[src/rtl/mac_dot_sched.sv]
`default_nettype none
// ============================================================================
//  Module   : mac_dot_sched
//  Brief    : Job sequencer wrapping a streaming mac into a dot-product engine.
//  Revision : 1.0 - initial release
// ============================================================================
module mac_dot_sched #(
    parameter int int_in_p       = 2,
    parameter int frac_in_p      = 14,
    parameter int int_out_p      = 10,
    parameter int frac_out_p     = 22,
    parameter int len_width_p    = 8,
    parameter int clear_cycles_p = 2
) (
    input  logic                            clk_i,
    input  logic                            reset_ni,
    input  logic                            cmd_valid_i,
    input  logic [len_width_p-1:0]          cmd_len_i,
    output logic                            cmd_ready_o,
    input  logic [int_in_p+frac_in_p-1:0]   a_i,
    input  logic [int_in_p+frac_in_p-1:0]   b_i,
    input  logic                            valid_i,
    output logic                            ready_o,
    output logic [int_out_p+frac_out_p-1:0] result_o,
    output logic                            result_valid_o,
    input  logic                            result_ready_i,
    output logic                            busy_o,
    output logic                            err_o,
    output logic                            mac_reset_o,
    output logic [int_in_p+frac_in_p-1:0]   mac_a_o,
    output logic [int_in_p+frac_in_p-1:0]   mac_b_o,
    output logic                            mac_valid_o,
    input  logic                            mac_ready_i,
    input  logic [int_out_p+frac_out_p-1:0] mac_data_i,
    input  logic                            mac_valid_i,
    output logic                            mac_ready_o
);

    localparam int c_clr_w = (clear_cycles_p > 1) ? $clog2(clear_cycles_p) : 1;
    localparam logic [c_clr_w-1:0] c_clr_last = c_clr_w'(clear_cycles_p - 1);

    typedef enum logic [2:0] {
        S_IDLE   = 3'd0,
        S_CLEAR  = 3'd1,
        S_FEED   = 3'd2,
        S_DRAIN  = 3'd3,
        S_RESULT = 3'd4
    } state_t;

    state_t                          r_state;
    state_t                          w_next;
    logic [len_width_p-1:0]          r_len;
    logic [len_width_p-1:0]          r_issued;
    logic [len_width_p-1:0]          r_returned;
    logic [c_clr_w-1:0]              r_clr_cnt;
    logic [int_out_p+frac_out_p-1:0] r_result;
    logic                            r_err;

    logic w_in_feed;
    logic w_out_side;
    logic w_cmd_fire;
    logic w_issue;
    logic w_ret;
    logic w_last_issue;
    logic w_last_ret;

    assign w_in_feed    = (r_state == S_FEED);
    assign w_out_side   = (r_state == S_FEED) || (r_state == S_DRAIN);
    assign w_cmd_fire   = cmd_valid_i && cmd_ready_o;
    assign w_issue      = valid_i && ready_o;
    assign w_ret        = mac_valid_i && mac_ready_o;
    assign w_last_issue = w_issue && (r_issued == r_len - 1'b1);
    assign w_last_ret   = w_ret && (r_returned == r_len - 1'b1);

    // Handshake outputs are gated by reset so nothing can fire while it is asserted
    assign cmd_ready_o    = reset_ni && (r_state == S_IDLE);
    assign ready_o        = reset_ni && w_in_feed && mac_ready_i;
    assign mac_valid_o    = reset_ni && w_in_feed && valid_i;
    assign mac_ready_o    = reset_ni && w_out_side;
    assign mac_reset_o    = !reset_ni || (r_state == S_CLEAR);
    assign mac_a_o        = a_i;
    assign mac_b_o        = b_i;
    assign result_o       = r_result;
    assign result_valid_o = (r_state == S_RESULT);
    assign busy_o         = (r_state != S_IDLE);
    assign err_o          = r_err;

    always_comb begin
        w_next = r_state;
        case (r_state)
            S_IDLE: begin
                if (w_cmd_fire) begin
                    w_next = (cmd_len_i == '0) ? S_RESULT : S_CLEAR;
                end
            end
            S_CLEAR: begin
                if (r_clr_cnt == c_clr_last) w_next = S_FEED;
            end
            S_FEED: begin
                // Final return wins even when it lands on the last issue
                if (w_last_ret)        w_next = S_RESULT;
                else if (w_last_issue) w_next = S_DRAIN;
            end
            S_DRAIN: begin
                if (w_last_ret) w_next = S_RESULT;
            end
            S_RESULT: begin
                if (result_ready_i) w_next = S_IDLE;
            end
            default: w_next = S_IDLE;
        endcase
    end

    always_ff @(posedge clk_i) begin
        if (!reset_ni) begin
            r_state    <= S_IDLE;
            r_len      <= '0;
            r_issued   <= '0;
            r_returned <= '0;
            r_clr_cnt  <= '0;
            r_result   <= '0;
            r_err      <= 1'b0;
        end else begin
            r_state <= w_next;
            if (r_state == S_CLEAR) r_clr_cnt <= r_clr_cnt + c_clr_w'(1);
            else                    r_clr_cnt <= '0;
            if (w_cmd_fire) begin
                r_len      <= cmd_len_i;
                r_issued   <= '0;
                r_returned <= '0;
                if (cmd_len_i == '0) r_result <= '0;
            end
            if (w_issue) r_issued <= r_issued + 1'b1;
            if (w_ret) begin
                r_returned <= r_returned + 1'b1;
                r_result   <= mac_data_i;
            end
            if (mac_valid_i && (!w_out_side || (r_returned == r_issued))) begin
                r_err <= 1'b1;
            end
        end
    end

endmodule
`default_nettype wire
[config.mk]
export PLATFORM = sky130hd
export DESIGN_NAME = mac_dot_sched
export DESIGN_NICKNAME = d
export VERILOG_FILES = /design/src/rtl/mac_dot_sched.sv
export SDC_FILE = /design/constraint.sdc
export NUM_CORES = 1
export LEC_CHECK = 0
export ABC_CLOCK_PERIOD_IN_PS = 2050
export CORE_MARGIN = 2
export CORE_UTILIZATION = 37
export DETAILED_ROUTE_END_ITERATION = 16
export GPL_TIMING_DRIVEN = 0
export PLACE_DENSITY = 0.83
export SLEW_MARGIN = 20
export SYNTH_ARGS = -nofsm -noshare
export SYNTH_HDL_FRONTEND = slang
export SYNTH_SLANG_ARGS = --single-unit
export TNS_END_PERCENT = 50
[constraint.sdc]
create_clock -name clk_i -period 2.05 [get_ports clk_i]
set_input_delay 0.41 -clock clk_i [delete_from_list [all_inputs] [get_ports clk_i]]
set_output_delay 0.41 -clock clk_i [all_outputs]
set_load 0.02 [all_outputs]
# [Word level (Yosys, flattened, before mapping)]
# Cells that the tools add are included.
[word_totals] regBits=61 inputBits=79 output_inout_bits=72 elab_cells=62
[classes] addsub=4 n_eq_ne=12 n_mux=14 reduce_logical=25
[ops] operator="$mux 32" count=3
[ops] operator="$eq 8x8->1" count=3
[ops] operator="$mux 8" count=3
[ops] operator="$mux 3" count=7
[ops] operator="$add 8x1->8 const B" count=2
[ops] operator="$pmux 3 s5" count=1
[ops] operator="$logic_and 1x1->1" count=11
[ops] operator="$logic_not 8->1" count=1
[ops] operator="$sub 8x1->8 const B" count=1
[ops] operator="$eq 3x2->1 const B" count=2
[ops] operator="$ne 2x2->1 const B" count=3
[ops] operator="$reduce_bool 2->1" count=3
[ops] operator="$reduce_and 5->1" count=1
[ops] operator="$reduce_and 2->1" count=2
[ops] operator="$eq 3x1->1 const B" count=1
[ops] operator="$eq 3x3->1 const B" count=1
[ops] operator="$logic_not 3->1" count=1
[ops] operator="$logic_or 1x1->1" count=3
[ops] operator="$ne 3x1->1 const B" count=1
[ops] operator="$reduce_bool 3->1" count=1
[ops] operator="$logic_not 1->1" count=2
[ops] operator="$ne 2x1->1 const B" count=1
[ops] operator="$add 1x1->1 const B" count=1

# [Longest topological paths before layout]
# Gate-level depths: netlist of run 1.
[depth] word_depth=8 mapped_depth=9 ltp_nobuf=8

# [Worst setup path before layout of run 1]
# Ideal clock, no wire load.
[synth_path] path_type="reg-to-reg" from="register r_len[0]" to="register r_state[0]" setup_time_ns=0.154 t_arrival_ns=1.980 required_time_ns=1.896 path_slack_ns=-0.084 stages_incl_launch_ff=10 n_path_buf=1 period_less_slack_ns=2.134 path_cell_list="dfxtp_1 -> buf_2 -> inv_1 -> ha_1 -> nor3b_1 -> xnor2_1 -> nand3_1 -> or4_1 -> o221ai_1 -> a31oi_1"
[synth_via] elab_chain_len=5 word_cells_on_any_way=10 classes_between="add/sub: 1; eq/ne: 4; mux: 2; reduce/logical: 3"
[synth_lines] element="start: declaration" line="52" source="logic [len_width_p-1:0] r_len;"
[synth_lines] element="start signal: assignment" line="128" source="r_len <= cmd_len_i;"
[synth_lines] element="$sub 8x1->8 *" line="72, 73"
[synth_lines] element="$eq 8x8->1, on equally long branches" line="72, 73"
[synth_lines] element="$logic_and 1x1->1, on equally long branches" line="72, 73"
[synth_lines] element="$ne 3x1->1 (no source line), or another cell as far along"
[synth_lines] element="$reduce_and 5->1 (no source line) / $pmux 3 s5 (equally long branches)"
[synth_lines] element="end signal: assignment" line="124" source="r_state <= w_next;"
[synth_lines] element="end: declaration" line="50" source="state_t r_state;"
# Every way passes the cells marked *; elsewhere a longest branch is shown, timed or not.
# A chain may end at the register's enable or synchronous reset.

# [Worst setup path after layout of run 1]
# Same ends and word-level chain as after synthesis.

==> results of run 1 <==
==> what timing repair did <==
action,4_1_cts,5_1_grt
pin swaps,2,2
gates resized for setup,40,19
setup buffers,1,2
endpoints found under the setup margin,43,38
==> placed cells by master (no fill, tap or decap), types with 5 or more instances in the layout <==
cell type        Yosys  final
clkdlybuf4s50_1      0    111
dfxtp_1             61     61
nor2_1              49     48
buf_4               32     41
nand2_1             33     32
a22oi_1             32     32
xnor2_1             20     18
nand3_1             14     14
clkbuf_1            16     13
o21ai_0             12     12
a21oi_1             12     12
xor2_1              13     11
clkbuf_8             0     10
inv_1                8      6
buf_2               11      5
nor3_1               6      5
nand4_1              5      5
nor4_1               6      5
==> layout make-up <==
class | instances | area, um2 | share of cell area (%)
inverters | 9 | 33.78 | 0.6842
multi-input cells | 257 | 1737 | 35.17
clock inverters | 6 | 87.58 | 1.774
clock buffers | 10 | 127.6 | 2.585
flip-flops and latches | 61 | 1221 | 24.73
repair buffers | 121 | 1189 | 24.07
well taps | 108 | 135.1 | 2.737
plain buffers | 62 | 406.6 | 8.236
==> sequential cells by signal (all words and copies together), names as in the netlist <==
name and count:
r_issued 8, r_state 3, r_returned 8, r_clr_cnt 1
result_o 32, r_len 8, err_o 1
==> path summary, 6_finish.rpt <==
path         slack (ns)                 endpoint  cells after the start
max             -0.0003  r_state[0]$_SDFFE_PN0P_                      9
min                0.44     r_clr_cnt$_SDFF_PN0_                      1
max reg2reg     -0.0003  r_state[0]$_SDFFE_PN0P_                      9
min reg2reg        0.44     r_clr_cnt$_SDFF_PN0_                      1
==> worst max-delay path, stage by stage, from the launching register on <==
cell,delay (ns)
dfxtp_1,0.30
buf_4,0.18
inv_2,0.08
ha_4,0.19
nor3b_4,0.25
xnor2_2,0.15
nand3_1,0.09
or4_4,0.45
o221ai_2,0.16
a31oi_1,0.06
==> power breakdown <==
part           switching [mW]  internal (mW)  total [mW]  leakage, nW
logic                   0.839          0.762        1.60         1.28
registers              0.0893           1.28        1.37        0.494
clock network           0.478          0.684        1.16        0.110
==> kinds of logic (layout without fill, tap and decap cells) <==
family | after synthesis | count (layout)
AO/OA/AOI/OAI | 84 | 84
XOR/XNOR | 33 | 33
adder cells (fa/ha/maj) | 3 | 3
buffers and inverters | 72 | 208
flip-flops | 61 | 61
multiplexers | 2 | 2
AND/OR/NAND/NOR | 135 | 135
==> cell usage after synthesis (3+ instances only) <==
cell type / instances / share of area, %
nor3_1: 6 / 0.93
o21ai_0: 12 / 1.9
nor3b_1: 6 / 1.4
nor4_1: 6 / 1.2
a21oi_1: 12 / 1.9
nor2_1: 49 / 5.7
dfxtp_1: 61 / 38
inv_1: 8 / 0.93
a31oi_1: 5 / 0.97
xnor2_1: 20 / 5.4
nand3_1: 14 / 2.2
buf_2: 11 / 1.7
o31ai_1: 3 / 0.70
buf_1: 3 / 0.35
clkbuf_1: 16 / 1.9
a22oi_1: 32 / 7.5
nand2_1: 33 / 3.8
xor2_1: 13 / 3.5
o211ai_1: 3 / 0.70
buf_4: 32 / 7.5
ha_1: 3 / 1.2
nand4_1: 5 / 0.97
==> stage by stage <==
stage / power, mW / area [um2] / utilization [%] / TNS, ns / worst slack (ns)
floorplan: 2.332 / 3239 / - / 0 / 0.01539
global placement: 2.768 / 4556 / 53.01 / -21.33 / -0.8016
detailed placement: 2.816 / 4556 / 53.01 / -22.51 / -0.7857
CTS: 4.111 / 4875 / 56.73 / -0.07577 / -0.06655
global route: 4.372 / 4937 / 57.45 / -0.2453 / -0.1075
finish: 4.131 / 4937 / 57.45 / -0.0002844 / -0.0002844
==> layer usage <==
metal	routed length [um]	vias up	GRT usage (%)	part of all wire (%)
met5	0	-	0	0
met4	149	0	7.372	1.7
met3	1006	13	8.273	11
met2	4264	157	31.04	47
met1	3598	1511	22.79	40
li1	-	1594	-	-
==> flow_metrics.tcl, run 1 <==
set metrics [dict create \
    nNetsFinal 603 \
    grt_pass1_wl_um 15100 \
    critical_path_arrival_ns 2.25 \
    crit_fanout 10 \
    synth_cell_type_count 50 \
    p_leak_nw 1.885 \
    netlist_area_um2 3218 \
    crit_start "r_len[0]$_SDFFE_PN0P_" \
    start_util_pct 37.45 \
    rows 34 \
    yosysSeqAreaShare_pct 37.95 \
    clock_path_buffers 2 \
    violations "negative setup slack" \
    criticalPathCategory "reg -> reg" \
    skew_ns 0.004309 \
    ctsHoldBuffers 0 \
    synth_nets 472 \
    slew_headroom_pct 48.32 \
    min_period_over_period_pct 100.0 \
    post-place-cells 616 \
    path_clk_slew_ns 0.07 \
    grt_max_degree 12 \
    overflow 0 \
    antenna_found_initial 0 \
    async_flop_share_pct 0 \
    drv_slew 0 \
    clock_latency_ns 0.34 \
    numCtsBuffers 9 \
    r2r_start "r_len[0]$_SDFFE_PN0P_" \
    synth_warnings 0 \
    first_iter_violations 139 \
    num_vias 3275 \
    dieArea_um2 9460 \
    power.density_nw_per_um2 836.7 \
    maxCapViolations 0 \
    final_cells 634 \
    syn_to_final_growth_pct 53.42 \
    track_usage_pct 19.27 \
    hold_class "reg -> reg" \
    post-route-drc-count 0 \
    fillCellCount 787 \
    htree_levels 3 \
    synth_compound_area_share_pct 18.35 \
    start_kind "flop" \
    rsz0062_at_grt "true" \
    period_needed_ns 2.050 \
    core_um2 8593 \
    clock.fmax_ghz 0.4877 \
    dr.pass1.iters 4 \
    synth_xor_area_share_pct 8.981 \
    synth.avg_cell_area_um2 8.252 \
    cts_root_buffer "clkbuf_8" \
    ir_drop_uv 449.0 \
    synth_simple_gate_area_share_pct 20.10 \
    gp_congestion 0.8984 \
    outcome "complete, but fails checks" \
    die_x_um 97.26 \
    wl_per_cell_um 14.23 \
    worst_slew_pin_slew_ns 0.7681 \
    antennaDiodeCount 0 \
    layout-drive-gt1-share_pct 18.06 \
    cts.sinks 61 \
    ys_ff_latch 61 \
    synth_fa_ha_area_share_pct 1.166 \
    ys.flop_type "dfxtp_1" \
    synth_cells 390 \
    synth-edff-count 0 \
    grt_pass1_vias 3287 \
    postRouteAntennaNets 0 \
    synth_top_family_by_area "simple AND/OR/NAND/NOR gates" \
    dp.final_hpwl_um 6665 \
    cts_tree "built" \
    synth_mux_area_share_pct 0.6610 \
    io-pin-count 151 \
    vias_per_cell 5.166 \
    setup_slack_ns -0.0002844 \
    io_buffers 118 \
    setup_viol_count_final 1 \
    required_ns 2.25 \
    die_y_um 97.26 \
    end_kind "flop" \
    hold_viol 0 \
    holdWs_ns 0.4392 \
    hp-start "r_clr_cnt$_SDFF_PN0_" \
    drt-total-wl_um 9019 \
]
(Power assumes the default switching activity.)
==> run 2: changes to the inputs <==
ABC_AREA = 1   (was not set)
ABC_CLOCK_PERIOD_IN_PS = 2150   (was 2050)
CORE_UTILIZATION = 42   (was 37)
PLACE_DENSITY = 0.88   (was 0.83)
clock period = 2.15 ns   (was 2.05 ns; I/O delays follow)
==> run 2 against run 1 <==
Sequential share of layout area increased by 0.39 points. Worst setup slack got worse by 0.038 ns. Via count is 14% higher. Worst hold slack gained 0.033 ns. Non-clock buffer count fell by 11. The flow still finishes with violations (negative setup slack). Register-to-register slack better by 0.12 ns. Wire length rose by 6.4%.
==> flow_metrics.tcl, run 2 <==
set metrics [dict create \
    clock_path_buffers 2 \
    post-route-drc-count 0 \
    crit_fanout 10 \
    wl_per_cell_um 12.86 \
    routed-wl-met3_um 1010 \
    io-pin-count 151 \
    synth-edff-count 0 \
    gp_congestion 0.9216 \
    final_cell_mix "131 x nand2_1, 111 x clkdlybuf4s50_1, 66 x nand3_1, 60 x dfxtp_1, 53 x inv_1" \
    yosysSeqAreaShare_pct 36.45 \
    clock.fmax_ghz 0.4569 \
    synth_compound_area_share_pct 12.25 \
    htree_levels 3 \
    hold_class "reg -> reg" \
    synth_cells 507 \
    required_ns 1.72 \
    cts.sinks 61 \
    violations "negative setup slack" \
    synth_xor_area_share_pct 0.2614 \
    postRouteAntennaNets 0 \
    die_y_um 93.32 \
    start_kind "input pin" \
    clock_power_share_pct 23.5 \
    numCtsBuffers 9 \
    place_ws_ns -0.7502 \
    io_buffers 118 \
    p_switching_mw 1.556 \
    slew_headroom_pct 67.53 \
    track_usage_pct 22.45 \
    total_power_mw 3.837 \
    final_common_cell "nand2_1" \
    met2_length_um 4508 \
    grt_max_degree 12 \
    grt_pass1_wl_um 15590 \
    yosysTopAreaCell "dfxtp_1" \
    critical_path_arrival_ns 1.76 \
    antennaDiodeCount 0 \
    synth.avg_cell_area_um2 6.609 \
    ys_ff_latch 61 \
    synth_area_leaders "dfxtp_1 36%, nand2_1 15%, nand3_1 9.9%" \
    fin_area_um2 4866 \
    synth_top_family_by_area "simple AND/OR/NAND/NOR gates" \
    dieArea_um2 8709 \
    ir_drop_uv 420.2 \
    ys_top_cells_by_count "131 x nand2_1, 66 x nand3_1, 61 x dfxtp_1, 53 x inv_1, 48 x a21oi_1" \
    drt-total-wl_um 9596 \
    core_um2 7727 \
    overflow 0 \
    post-place-cells 727 \
    dr.pass1.iters 6 \
    intPower_mw 2.281 \
    maxCapViolations 0 \
    netlist_area_um2 3351 \
    setup_slack_ns -0.03864 \
    antenna_found_initial 0 \
    min_period_over_period_pct 101.8 \
    synth_fa_ha_area_share_pct 1.120 \
    syn_to_final_growth_pct 45.22 \
    synth_most_common_cell "nand2_1" \
    grt_pass1_vias 3433 \
    cts_tree "built" \
    utilization_pct 62.97 \
    yosysTopAreaCellShare_pct 36.45 \
    final_cells 746 \
    dp.final_hpwl_um 7527 \
    power.density_nw_per_um2 788.6 \
    nNetsFinal 721 \
    min_to "r_len[7]$_SDFFE_PN0P_" \
    outcome "complete, but fails checks" \
    ys.flop_type "dfxtp_1" \
    hp-start "r_len[7]$_SDFFE_PN0P_" \
    end_kind "primary output" \
    skew_ns 0.01438 \
    synth_nets 589 \
    highest_layer "met4" \
    period_needed_ns 2.189 \
    largest_reg_flops 32 \
    criticalPathCategory "in -> out" \
    die_x_um 93.32 \
    post_dp_cell_area_um2 4659 \
    seq_power_share_pct 34.5 \
    wl_met1_um 3876 \
    setup_viol_count_final 1 \
    clock_latency_ns 0.35 \
    synth_cell_type_count 29 \
    cts_root_buffer "clkbuf_8" \
    vias_per_cell 5.025 \
    async_flop_share_pct 0 \
    reg2reg_slack_ns 0.12 \
    worstRegToRegCells 15 \
    rsz0062_at_grt "true" \
    synth_mux_area_share_pct 0 \
    drv_slew 0 \
    hold_viol 0 \
    start_util_pct 43.36 \
    crit_start "reset_ni" \
    first_iter_violations 192 \
    layout-drive-gt1-share_pct 12.42 \
    pwr-share-comb_pct 42.0 \
    worst_slew_pin_slew_ns 0.4870 \
    whs_path_depth 2 \
    p_leak_nw 1.962 \
    switching_share_pct 40.55 \
    synth_simple_gate_area_share_pct 34.17 \
    r2r_start "r_len[0]$_SDFFE_PN0P_" \
    reg2reg_to "r_state[2]$_SDFFE_PN0P_" \
    path_clk_slew_ns 0.07 \
    num_vias 3749 \
    rows 32 \
    synth_warnings 0 \
]
-- run 2: final cells by class --
| type | count | area, um2 |
|---|---|---|
| Fill cell | 689 | 2861 |
| Multi-Input combinational cell | 339 | 1607 |
| Sequential cell | 61 | 1222 |
| Timing Repair Buffer | 121 | 1199 |
| Buffer | 51 | 332.8 |
| Inverter | 56 | 210.2 |
| Clock buffer | 10 | 127.6 |
| Tap cell | 102 | 127.6 |
| Clock inverter | 6 | 40.04 |
-- run 2: how the worst max path moves through the flow --
stage / to / slack [ns] / cells after the start
6_report: mac_reset_o / -0.04 / 5
5_1_grt: mac_reset_o / -0.08 / 5
4_1_cts: mac_reset_o / -0.04 / 5
3_5_place_dp: mac_reset_o / -0.75 / 5
3_3_place_gp: mac_reset_o / -0.75 / 5
2_1_floorplan: r_state[0]$_SDFFE_PN0P_ / 0.42 / 16
-- run 2: cells by family after synthesis --
| family | after synthesis |
|---|---|
| XOR/XNOR | 1 |
| AO/OA/AOI/OAI | 75 |
| buffers and inverters | 107 |
| adder cells (fa/ha/maj) | 3 |
| flip-flops | 61 |
| AND/OR/NAND/NOR | 260 |
-- run 2: metal layers --
layer / global-route usage, % / up-vias
li1: - / 1884
met3: 9.347 / 21
met2: 36.45 / 153
met5: 0 / -
met4: 8.333 / 0
met1: 26.45 / 1691
-- run 2: power by group through the flow --
stage          logic (mW)  registers, mW  clock network, mW
6_report             1.61           1.32              0.903
5_1_grt              1.81           1.34              0.960
4_1_cts              1.60           1.32              0.907
3_5_place_dp         1.60           1.34                  0
3_3_place_gp         1.53           1.34                  0
2_1_floorplan        1.04           1.36                  0
-- run 2: critical path, cell delays in order --
cell and delay (ns):
clkdlybuf4s50_1 0.52, buf_4 0.21, clkbuf_8 0.19, nand2_1 0.08, dlygate4sd2_1 0.32
-- run 2: through the flow --
| step | setup TNS [ns] | hold WS [ns] |
|---|---|---|
| final | -0.03864 | 0.4726 |
| after global placement | -4.698 | 0.4514 |
| after global routing | -0.1910 | 0.4987 |
| after CTS | -0.04232 | 0.4760 |
| after detailed placement | -5.565 | 0.4597 |
| after floorplan | 0 | 0.4444 |
-- run 2: what timing repair did --
item,CTS,global route
hold buffers,0,0
setup buffers,0,3
cloned,0,0
setup endpoints to repair,5,7
gates resized for setup,10,9
pin swaps,0,3
